[config.mk]
export PLATFORM = sky130hd
export DESIGN_NAME = search_fanout_pipe_flat
export DESIGN_NICKNAME = d
export VERILOG_FILES = /design/src/rtl/search_fanout_pipe_pkg.sv /design/src/rtl/search_fanout_pipe_if.sv /design/src/rtl/search_fanout_pipe_stage.sv /design/src/rtl/search_fanout_pipe.sv /design/src/flat_wrapper.sv
export SDC_FILE = /design/constraint.sdc
export NUM_CORES = 1
export LEC_CHECK = 0
export CELL_PAD_IN_SITES_DETAIL_PLACEMENT = 1
export CELL_PAD_IN_SITES_GLOBAL_PLACEMENT = 1
export CORE_MARGIN = 8
export CORE_UTILIZATION = 34
export DETAILED_ROUTE_END_ITERATION = 7
export PLACE_DENSITY = 0.85
export SKIP_CTS_REPAIR_TIMING = 1
export SLEW_MARGIN = 40
export SYNTH_ARGS = -nofsm -noshare
export SYNTH_HDL_FRONTEND = slang
export SYNTH_SLANG_ARGS = --single-unit
[constraint.sdc]
create_clock -name clk -period 4.9 [get_ports clk]
set_input_delay 0.49 -clock clk [delete_from_list [all_inputs] [get_ports clk]]
set_output_delay 0.49 -clock clk [all_outputs]
set_load 0.02 [all_outputs]
[src/rtl/search_fanout_pipe_pkg.sv]
`default_nettype none
// ============================================================================
//  Module   : search_fanout_pkg
//  Purpose  : Shared defaults, stage record and operand-combine function for
//             the search fanout pipeline.
//  Revision : 1.0 - initial release
// ============================================================================
package search_fanout_pkg;

    localparam int DEF_WIDTH  = 8;
    localparam int DEF_STAGES = 3;
    localparam int DEF_N_CH   = 3;
    localparam int DEF_CNT_W  = 8;

    // Layout of one pipeline stage at the default width; wider or narrower
    // instances declare the same {valid, data} shape locally.
    typedef struct packed {
        logic                 valid;
        logic [DEF_WIDTH-1:0] data;
    } stage_rec_t;

    // Bitwise combine of the four operands; applied per bit so it is
    // independent of the operand width.
    function automatic logic combine(input logic a, input logic b,
                                     input logic c, input logic d,
                                     input logic invert);
        logic r;
        r = (a & b) & (c | d);
        return invert ? ~r : r;
    endfunction

endpackage
`default_nettype wire

[src/rtl/search_fanout_pipe_if.sv]
`default_nettype none
// ============================================================================
//  Module   : search_fanout_pipe_if
//  Purpose  : Operand handshake, per-channel output handshake and status
//             counters of the search fanout pipeline.
//  Revision : 1.0 - initial release
// ============================================================================
interface search_fanout_pipe_if
    import search_fanout_pkg::*;
#(
    parameter int WIDTH = DEF_WIDTH,
    parameter int N_CH  = DEF_N_CH,
    parameter int CNT_W = DEF_CNT_W
);
    logic                  in_valid;
    logic                  in_ready;
    logic [WIDTH-1:0]      in1;
    logic [WIDTH-1:0]      in2;
    logic [WIDTH-1:0]      in3;
    logic [WIDTH-1:0]      in4;
    logic [N_CH-1:0]       ch_en;
    logic [N_CH-1:0]       out_valid;
    logic [N_CH-1:0]       out_ready;
    logic [N_CH*WIDTH-1:0] out_data;
    logic [CNT_W-1:0]      bcast_cnt;
    logic [CNT_W-1:0]      drop_cnt;

    // Producer/consumer side (testbench or surrounding logic)
    modport master (
        output in_valid, in1, in2, in3, in4, ch_en, out_ready,
        input  in_ready, out_valid, out_data, bcast_cnt, drop_cnt
    );

    // Pipeline side
    modport slave (
        input  in_valid, in1, in2, in3, in4, ch_en, out_ready,
        output in_ready, out_valid, out_data, bcast_cnt, drop_cnt
    );
endinterface
`default_nettype wire

[src/rtl/search_fanout_pipe_stage.sv]
`default_nettype none
// ============================================================================
//  Module   : search_fanout_stage
//  Purpose  : One {valid, data} pipeline register with synchronous reset and
//             shift enable.
//  Revision : 1.0 - initial release
// ============================================================================
module search_fanout_stage #(
    parameter int WIDTH = 8
) (
    input  wire logic             clk,
    input  wire logic             rst,
    input  wire logic             en_i,
    input  wire logic             valid_i,
    input  wire logic [WIDTH-1:0] data_i,
    output logic                  valid_o,
    output logic [WIDTH-1:0]      data_o
);
    logic             valid_q;
    logic [WIDTH-1:0] data_q;

    // Shift on enable; an invalid slot still moves so bubbles propagate.
    always_ff @(posedge clk) begin
        if (rst) begin
            valid_q <= 1'b0;
            data_q  <= '0;
        end else if (en_i) begin
            valid_q <= valid_i;
            data_q  <= data_i;
        end
    end

    assign valid_o = valid_q;
    assign data_o  = data_q;
endmodule
`default_nettype wire

[src/rtl/search_fanout_pipe.sv]
`default_nettype none
// ============================================================================
//  Module   : search_fanout_pipe
//  Purpose  : Combines four operands, pipelines the result through STAGES
//             registers and broadcasts it to N_CH handshaked channels.
//  Revision : 1.0 - initial release
// ============================================================================
module search_fanout_pipe
    import search_fanout_pkg::*;
#(
    parameter int WIDTH  = DEF_WIDTH,
    parameter int STAGES = DEF_STAGES,
    parameter int N_CH   = DEF_N_CH,
    parameter int INVERT = 0,
    parameter int CNT_W  = DEF_CNT_W
) (
    input  wire logic          clk,
    input  wire logic          rst,
    search_fanout_pipe_if.slave bus
);
    logic [WIDTH-1:0]             w_comb;
    logic [STAGES:0]              w_valid_chain;
    logic [STAGES:0][WIDTH-1:0]   w_data_chain;
    logic                         w_free;
    logic                         w_advance;
    logic                         w_last_valid;
    logic [WIDTH-1:0]             w_last_data;

    logic [N_CH-1:0]  pend_q,  pend_d;
    logic [WIDTH-1:0] data_q,  data_d;
    logic [CNT_W-1:0] bcast_q, bcast_d;
    logic [CNT_W-1:0] drop_q,  drop_d;

    // Operand combine, bit by bit
    for (genvar b = 0; b < WIDTH; b++) begin : g_comb
        assign w_comb[b] = combine(bus.in1[b], bus.in2[b], bus.in3[b],
                                   bus.in4[b], (INVERT != 0));
    end

    // Stage 0 sees in_valid directly: with in_ready == advance, a shift
    // captures an operand exactly when in_valid & in_ready.
    assign w_valid_chain[0] = bus.in_valid;
    assign w_data_chain[0]  = w_comb;

    for (genvar s = 0; s < STAGES; s++) begin : g_stage
        search_fanout_stage #(
            .WIDTH (WIDTH)
        ) u_stage (
            .clk     (clk),
            .rst     (rst),
            .en_i    (w_advance),
            .valid_i (w_valid_chain[s]),
            .data_i  (w_data_chain[s]),
            .valid_o (w_valid_chain[s+1]),
            .data_o  (w_data_chain[s+1])
        );
    end

    assign w_last_valid = w_valid_chain[STAGES];
    assign w_last_data  = w_data_chain[STAGES];

    // The broadcast register is free once every still-pending channel is
    // accepting this cycle, which allows reload in the same cycle.
    assign w_free    = ((pend_q & ~bus.out_ready) == '0);
    assign w_advance = w_free;

    // Pending mask, broadcast word and counter next-state
    always_comb begin
        pend_d  = pend_q & ~bus.out_ready;
        data_d  = data_q;
        bcast_d = bcast_q;
        drop_d  = drop_q;
        if ((pend_q != '0) && w_free) begin
            bcast_d = bcast_q + CNT_W'(1);
        end
        if (w_advance) begin
            if (w_last_valid) begin
                data_d = w_last_data;
                pend_d = bus.ch_en;
                if (bus.ch_en == '0) begin
                    drop_d = drop_q + CNT_W'(1);
                end
            end else begin
                pend_d = '0;
            end
        end
    end

    // Broadcast register and counters
    always_ff @(posedge clk) begin
        if (rst) begin
            pend_q  <= '0;
            data_q  <= '0;
            bcast_q <= '0;
            drop_q  <= '0;
        end else begin
            pend_q  <= pend_d;
            data_q  <= data_d;
            bcast_q <= bcast_d;
            drop_q  <= drop_d;
        end
    end

    assign bus.in_ready  = w_advance;
    assign bus.out_valid = pend_q;
    assign bus.out_data  = {N_CH{data_q}};
    assign bus.bcast_cnt = bcast_q;
    assign bus.drop_cnt  = drop_q;
endmodule
`default_nettype wire
[src/flat_wrapper.sv]
// flat-port wrapper written by rule: the top's interface ports become plain ports
module search_fanout_pipe_flat import search_fanout_pkg::*;
#(
    parameter int WIDTH  = DEF_WIDTH,
    parameter int STAGES = DEF_STAGES,
    parameter int N_CH   = DEF_N_CH,
    parameter int INVERT = 0,
    parameter int CNT_W  = DEF_CNT_W
)
  (clk, rst, bus_in_valid, bus_in1, bus_in2, bus_in3, bus_in4, bus_ch_en, bus_out_ready, bus_in_ready, bus_out_valid, bus_out_data, bus_bcast_cnt, bus_drop_cnt);
  search_fanout_pipe_if #(.WIDTH(WIDTH), .N_CH(N_CH), .CNT_W(CNT_W)) bus_i ();
  input  wire logic clk;
  input  wire logic rst;
  input wire logic [$bits(bus_i.in_valid)-1:0] bus_in_valid;
  input wire logic [$bits(bus_i.in1)-1:0] bus_in1;
  input wire logic [$bits(bus_i.in2)-1:0] bus_in2;
  input wire logic [$bits(bus_i.in3)-1:0] bus_in3;
  input wire logic [$bits(bus_i.in4)-1:0] bus_in4;
  input wire logic [$bits(bus_i.ch_en)-1:0] bus_ch_en;
  input wire logic [$bits(bus_i.out_ready)-1:0] bus_out_ready;
  output wire logic [$bits(bus_i.in_ready)-1:0] bus_in_ready;
  output wire logic [$bits(bus_i.out_valid)-1:0] bus_out_valid;
  output wire logic [$bits(bus_i.out_data)-1:0] bus_out_data;
  output wire logic [$bits(bus_i.bcast_cnt)-1:0] bus_bcast_cnt;
  output wire logic [$bits(bus_i.drop_cnt)-1:0] bus_drop_cnt;
  assign bus_i.in_valid = bus_in_valid;
  assign bus_i.in1 = bus_in1;
  assign bus_i.in2 = bus_in2;
  assign bus_i.in3 = bus_in3;
  assign bus_i.in4 = bus_in4;
  assign bus_i.ch_en = bus_ch_en;
  assign bus_i.out_ready = bus_out_ready;
  assign bus_in_ready = bus_i.in_ready;
  assign bus_out_valid = bus_i.out_valid;
  assign bus_out_data = bus_i.out_data;
  assign bus_bcast_cnt = bus_i.bcast_cnt;
  assign bus_drop_cnt = bus_i.drop_cnt;
  search_fanout_pipe #(.WIDTH(WIDTH), .STAGES(STAGES), .N_CH(N_CH), .INVERT(INVERT), .CNT_W(CNT_W)) u_core (.clk(clk), .rst(rst), .bus(bus_i));
endmodule
---- After elaboration in Yosys (flattened, before gate mapping) ----
Cells that the tools add are included.
operators by class
  divide/modulo/power cells ............... 0
  $mul .................................... 0
  shift-type cells ........................ 0
  reductions and logical operators ........ 6
  $lt $le $gt $ge ......................... 0
  bitwise operators ....................... 26
  equal/unequal tests ..................... 0
  $add $sub $neg .......................... 2
  multiplexer cells ....................... 2
operators with widths
  cell                                         count
  adder 8 x 1 -> 8 bit, second input constant  2
  bitwise AND 1 bit                            16
  bitwise OR 1 bit                             8
  logical NOT 3 bit                            2
  two-way mux 3 bit                            2
  bitwise AND 3 bit                            1
  inverter 3 bit                               1
  AND reduction 3 bit                          1
  nonzero test 3 bit                           1
  AND reduction 2 bit                          1
  logical AND 1 bit                            1
storage, ports and cells
  ROM bits ................................ 0
  bits in registers ....................... 54
  RAM bits ................................ 0
  latch bits .............................. 0
  logic and storage cells ................. 46
  output and inout bits ................... 44
  memories kept ........................... 0

---- Logic depth before layout (Yosys ltp) ----
  depth in word-level cells ............... 4
  mapped depth ............................ 6

---- Cells and area by module ----
Synthesis repeated with hierarchy kept, for this count alone.
unflattened totals
  cells, all modules ...................... 250
  area total of the unflattened synthesis .. 2332.2 µm²
modules (own cells, without submodules)
  module               times used  cells each  area an instance (µm²)
  search_fanout_pipe   1           163         1375.1
  search_fanout_stage  3           29          319.1

---- Worst setup path before layout ----
No wires, ideal clock.
  path kind ............................... input to output
  start point ............................. input port bus_out_ready[1]
  end point ............................... output port bus_in_ready
  required time ........................... 4.410 ns
  path buffers ............................ 1
  slack ................................... 3.119 ns
  stages .................................. 4
  arrival time ............................ 1.291 ns
  cells stage by stage .................... nand2b_2 nand3_1 inv_2 buf_2
between the ends
  word-level cells in the longest chain between the ends .. 3
RTL lines
  what               line                      RTL
  start, declared    flat_wrapper.sv:20        input wire logic [$bits(bus_i.out_ready)-1:0] bus_out_ready;
  inverter 3 bit     search_fanout_pipe.sv:64  assign w_free = ((pend_q & ~bus.out_ready) == '0);
  bitwise AND 3 bit  search_fanout_pipe.sv:64
  logical NOT 3 bit  search_fanout_pipe.sv:64
  end, declared      flat_wrapper.sv:21        output wire logic [$bits(bus_i.in_ready)-1:0] bus_in_ready;
No other way between the ends.

---- Worst setup path in the final report ----
Same ends and word-level chain as after synthesis.

==> impl_metrics.json <==
{
  "status": "complete, no violations",
  "synth_common_cells": "nand2_1, dfxtp_1, a21oi_1",
  "syn_avg_cell_area_um2": 8.38,
  "cts_tree": "built",
  "fillers": 768,
  "clock_latency_ns": 0.32,
  "switching_power_mw": 0.185,
  "arrival_ns": 2.51,
  "synth_area_mm2": 0.00227,
  "ios": 85,
  "synth_ff_type": "dfxtp_1",
  "die_x_um": 97.8,
  "cts_max_level": 2,
  "swShare": 0.239,
  "worst_pin_slew_ns": 0.567,
  "slowest_delay_ns": 0.70,
  "antenna_cells": 0,
  "rr_worst_depth": 5,
  "clkPwrFrac": 0.332,
  "dp_hpwl_mm": 4.38,
  "hold_violations": 0,
  "wl_mm": 5.97,
  "synth_cell_types": 33,
  "synth_nets": 314,
  "drtPass1Iterations": 4,
  "vias": 2087,
  "final-setup-viol-count": 0,
  "initial_core_util": 0.354,
  "overflow": 0,
  "reg2reg_slack_ns": 3.13,
  "grt_max_degree": 58,
  "hp-class": "flip-flop to flip-flop",
  "synthArstFlopShare": 0,
  "drc": 0,
  "place_congestion": 0.775,
  "clk_pin_slew_ns": 0.11,
  "fin_util": 0.487,
  "cp_common_cell": "clkdlybuf4s50_1",
  "grt_pass1_vias": 2158,
  "cp_num_cells": 6,
  "crit_buf_inv": 4,
  "antenna_found_initial": 0,
  "power_density_mw_per_mm2": 248,
  "finalClockSkew_ns": 0.0115,
  "die_area_mm2": 0.00956,
  "required_ns": 4.41,
  "cts_max_path_buffers": 2,
  "crit_path_cell_trace": "clkdlybuf4s50_1 -> nand2b_2 -> nand3_1 -> buf_4 -> inv_2 -> clkdlybuf4s50_1",
  "critPathLaunch": "bus_out_ready[1]",
  "yosys_warnings": 0,
  "crit_type": "primary input to primary output",
  "ir_drop_mv": 0.108,
  "cts_buffers": 5,
  "finalCritPeriodShare": 0.613,
  "drive_gt1_frac": 0.0599,
  "synth_top_area_frac": 0.476,
  "core-area_mm2": 0.00642,
  "crit_slowest_cell": "clkdlybuf4s50_1",
  "ant_nets": 0,
  "clockRootBuffer": "clkbuf_8",
  "critPathTopFamily": "buffers and inverters",
  "fin_area_mm2": 0.00313,
  "fp.dieH_um": 97.8,
  "synth-edff-count": 0,
  "path_max_fanout": 28,
  "setup_tns_ns": 0,
  "port_buffers": 84,
  "slew_viol_final": 0,
  "start_kind": "primary input",
  "grt_pass1_wl_mm": 9.97,
  "rows": 29,
  "timing.rr.end": "u_core.bus.drop_cnt[4]",
  "wl_per_cell_um": 14.5,
  "rsz0062_at_grt": "no",
  "globalRouteTotalUtil": 0.123,
  "maxCapViolCount": 0,
  "max_freq_ghz": 0.333,
  "yosysTopAreaCell": "dfxtp_1",
  "ys_seq_elements": 54,
  "p_leak_nw": 1.02,
  "area_delta_synth_final_pct": 37.6,
  "via_per_inst": 5.08,
  "yosysMostFrequentCell": "nand2_1",
  "cts.sinks": 54,
  "internal_power_mw": 0.589,
  "drt_iter0_drc": 91,
  "p_seq_frac": 0.582,
  "yosysSeqAreaShare": 0.476,
  "crit_path_end": "bus_in_ready",
  "fin_crit_ns": 3.00,
  "pwr-share-comb": 0.086,
  "timing.slew.headroom": 0.622,
  "cp-end-kind": "primary output",
  "placed_area_mm2": 0.00302,
  "synthesis.instances": 271,
  "r2r_start": "u_core.bus.out_valid[2]",
  "fin_nets": 376,
  "synth.area.top_cells": "dfxtp_1, nand2_1, a21oi_1"
}
## power groups by stage
stage | Combinational (mW) | Sequential, mW | Clock [mW]
after global placement | 0.0648 | 0.460 | 0
after floorplan | 0.0267 | 0.461 | 0
final | 0.0663 | 0.451 | 0.257
after CTS | 0.0668 | 0.451 | 0.265
after global routing | 0.0718 | 0.452 | 0.287
after detailed placement | 0.0667 | 0.461 | 0
## cell type report
| class | instances | area (µm²) | share of cell area |
|---|---|---|---|
| well taps | 77 | 96.3 | 0.0308 |
| clock inverters | 3 | 25.0 | 0.00801 |
| multi-input cells | 183 | 990 | 0.317 |
| flip-flops and latches | 54 | 1080 | 0.346 |
| repair buffers | 86 | 853 | 0.273 |
| inverters | 3 | 11.3 | 0.00360 |
| clock buffers | 5 | 68.8 | 0.0220 |
## tightest hold or removal path: stages, from the launching register on
cell and delay, ns:
dfxtp_1 0.32, nand2_1 0.05, a21oi_1 0.05
## placed cells by master (no fill, tap or decap), types with 2 or more instances in the layout
cell / netlist / final
a21oi_1: 50 / 50
and2_1: 2 / 2
buf_4: 16 / 3
clkbuf_8: 0 / 5
clkdlybuf4s50_1: 0 / 83
dfxtp_1: 54 / 54
ha_1: 2 / 2
inv_1: 2 / 2
nand2_1: 69 / 69
nand2b_2: 3 / 3
nand3_1: 4 / 4
nand4_1: 5 / 5
nor2_1: 5 / 5
nor2b_1: 2 / 2
o2111ai_1: 8 / 8
o21ai_0: 2 / 2
o21ai_1: 2 / 2
o31ai_1: 7 / 7
or3_1: 3 / 3
or3_4: 2 / 2
or4_1: 7 / 7
## worst min-delay path by stage
| stage | from | to | slack, ns | cells after the start |
|---|---|---|---|---|
| after floorplan | u_core.g_stage[0].u_stage.data_o[0] | u_core.g_stage[1].u_stage.data_o[0] | 0.43 | 2 |
| after global placement | u_core.g_stage[2].u_stage.data_o[7] | u_core.data_q[7] | 0.44 | 2 |
| after detailed placement | u_core.g_stage[1].u_stage.data_o[0] | u_core.g_stage[2].u_stage.data_o[0] | 0.44 | 2 |
| after CTS | u_core.g_stage[0].u_stage.data_o[6] | u_core.g_stage[1].u_stage.data_o[6] | 0.45 | 2 |
| after global routing | u_core.g_stage[0].u_stage.data_o[6] | u_core.g_stage[1].u_stage.data_o[6] | 0.47 | 2 |
| final | u_core.g_stage[0].u_stage.data_o[6] | u_core.g_stage[1].u_stage.data_o[6] | 0.45 | 2 |
## per-stage QoR
| step | hold slack [ns] | instances | worst slack [ns] | total power [mW] |
|---|---|---|---|---|
| after CTS | 0.450 | 410 | 1.89 | 0.783 |
| after global routing | 0.468 | 411 | 1.79 | 0.811 |
| after floorplan | 0.432 | 271 | 3.12 | 0.488 |
| final | 0.447 | 411 | 1.90 | 0.774 |
| after detailed placement | 0.444 | 402 | 1.90 | 0.527 |
| after global placement | 0.439 | 402 | 1.92 | 0.525 |
## sequential cells by signal, summed over array words and instances, names as in the netlist
register,cells
u_core.bus.out_valid,3
u_core.bus.drop_cnt,8
u_core.g_stage.u_stage.valid_o,3
u_core.data_q,8
u_core.bus.bcast_cnt,8
u_core.g_stage.u_stage.data_o,24
## metal layers
layer  vias to the layer above  wire [µm]  track usage
met1                       966       2580        0.136
li1                       1050          -            -
met5                         -          0            0
met2                        64       2840        0.206
met4                         0         78       0.0420
met3                         7        476       0.0561
## cells by family (layout without fill, tap and decap cells)
logic type                 after synthesis  count (layout)  synth area share
adders and majority gates                2               2            0.0110
xor gates and xnor gates                 1               1           0.00386
AOI/OAI and AO/OA                       70              70             0.177
buffers and inverters                   34              97            0.0887
muxes                                    3               3            0.0160
and+or+nand+nor                        107             107             0.228
DFF                                     54              54             0.476
Note: power is estimated with default switching activity, not from simulation.
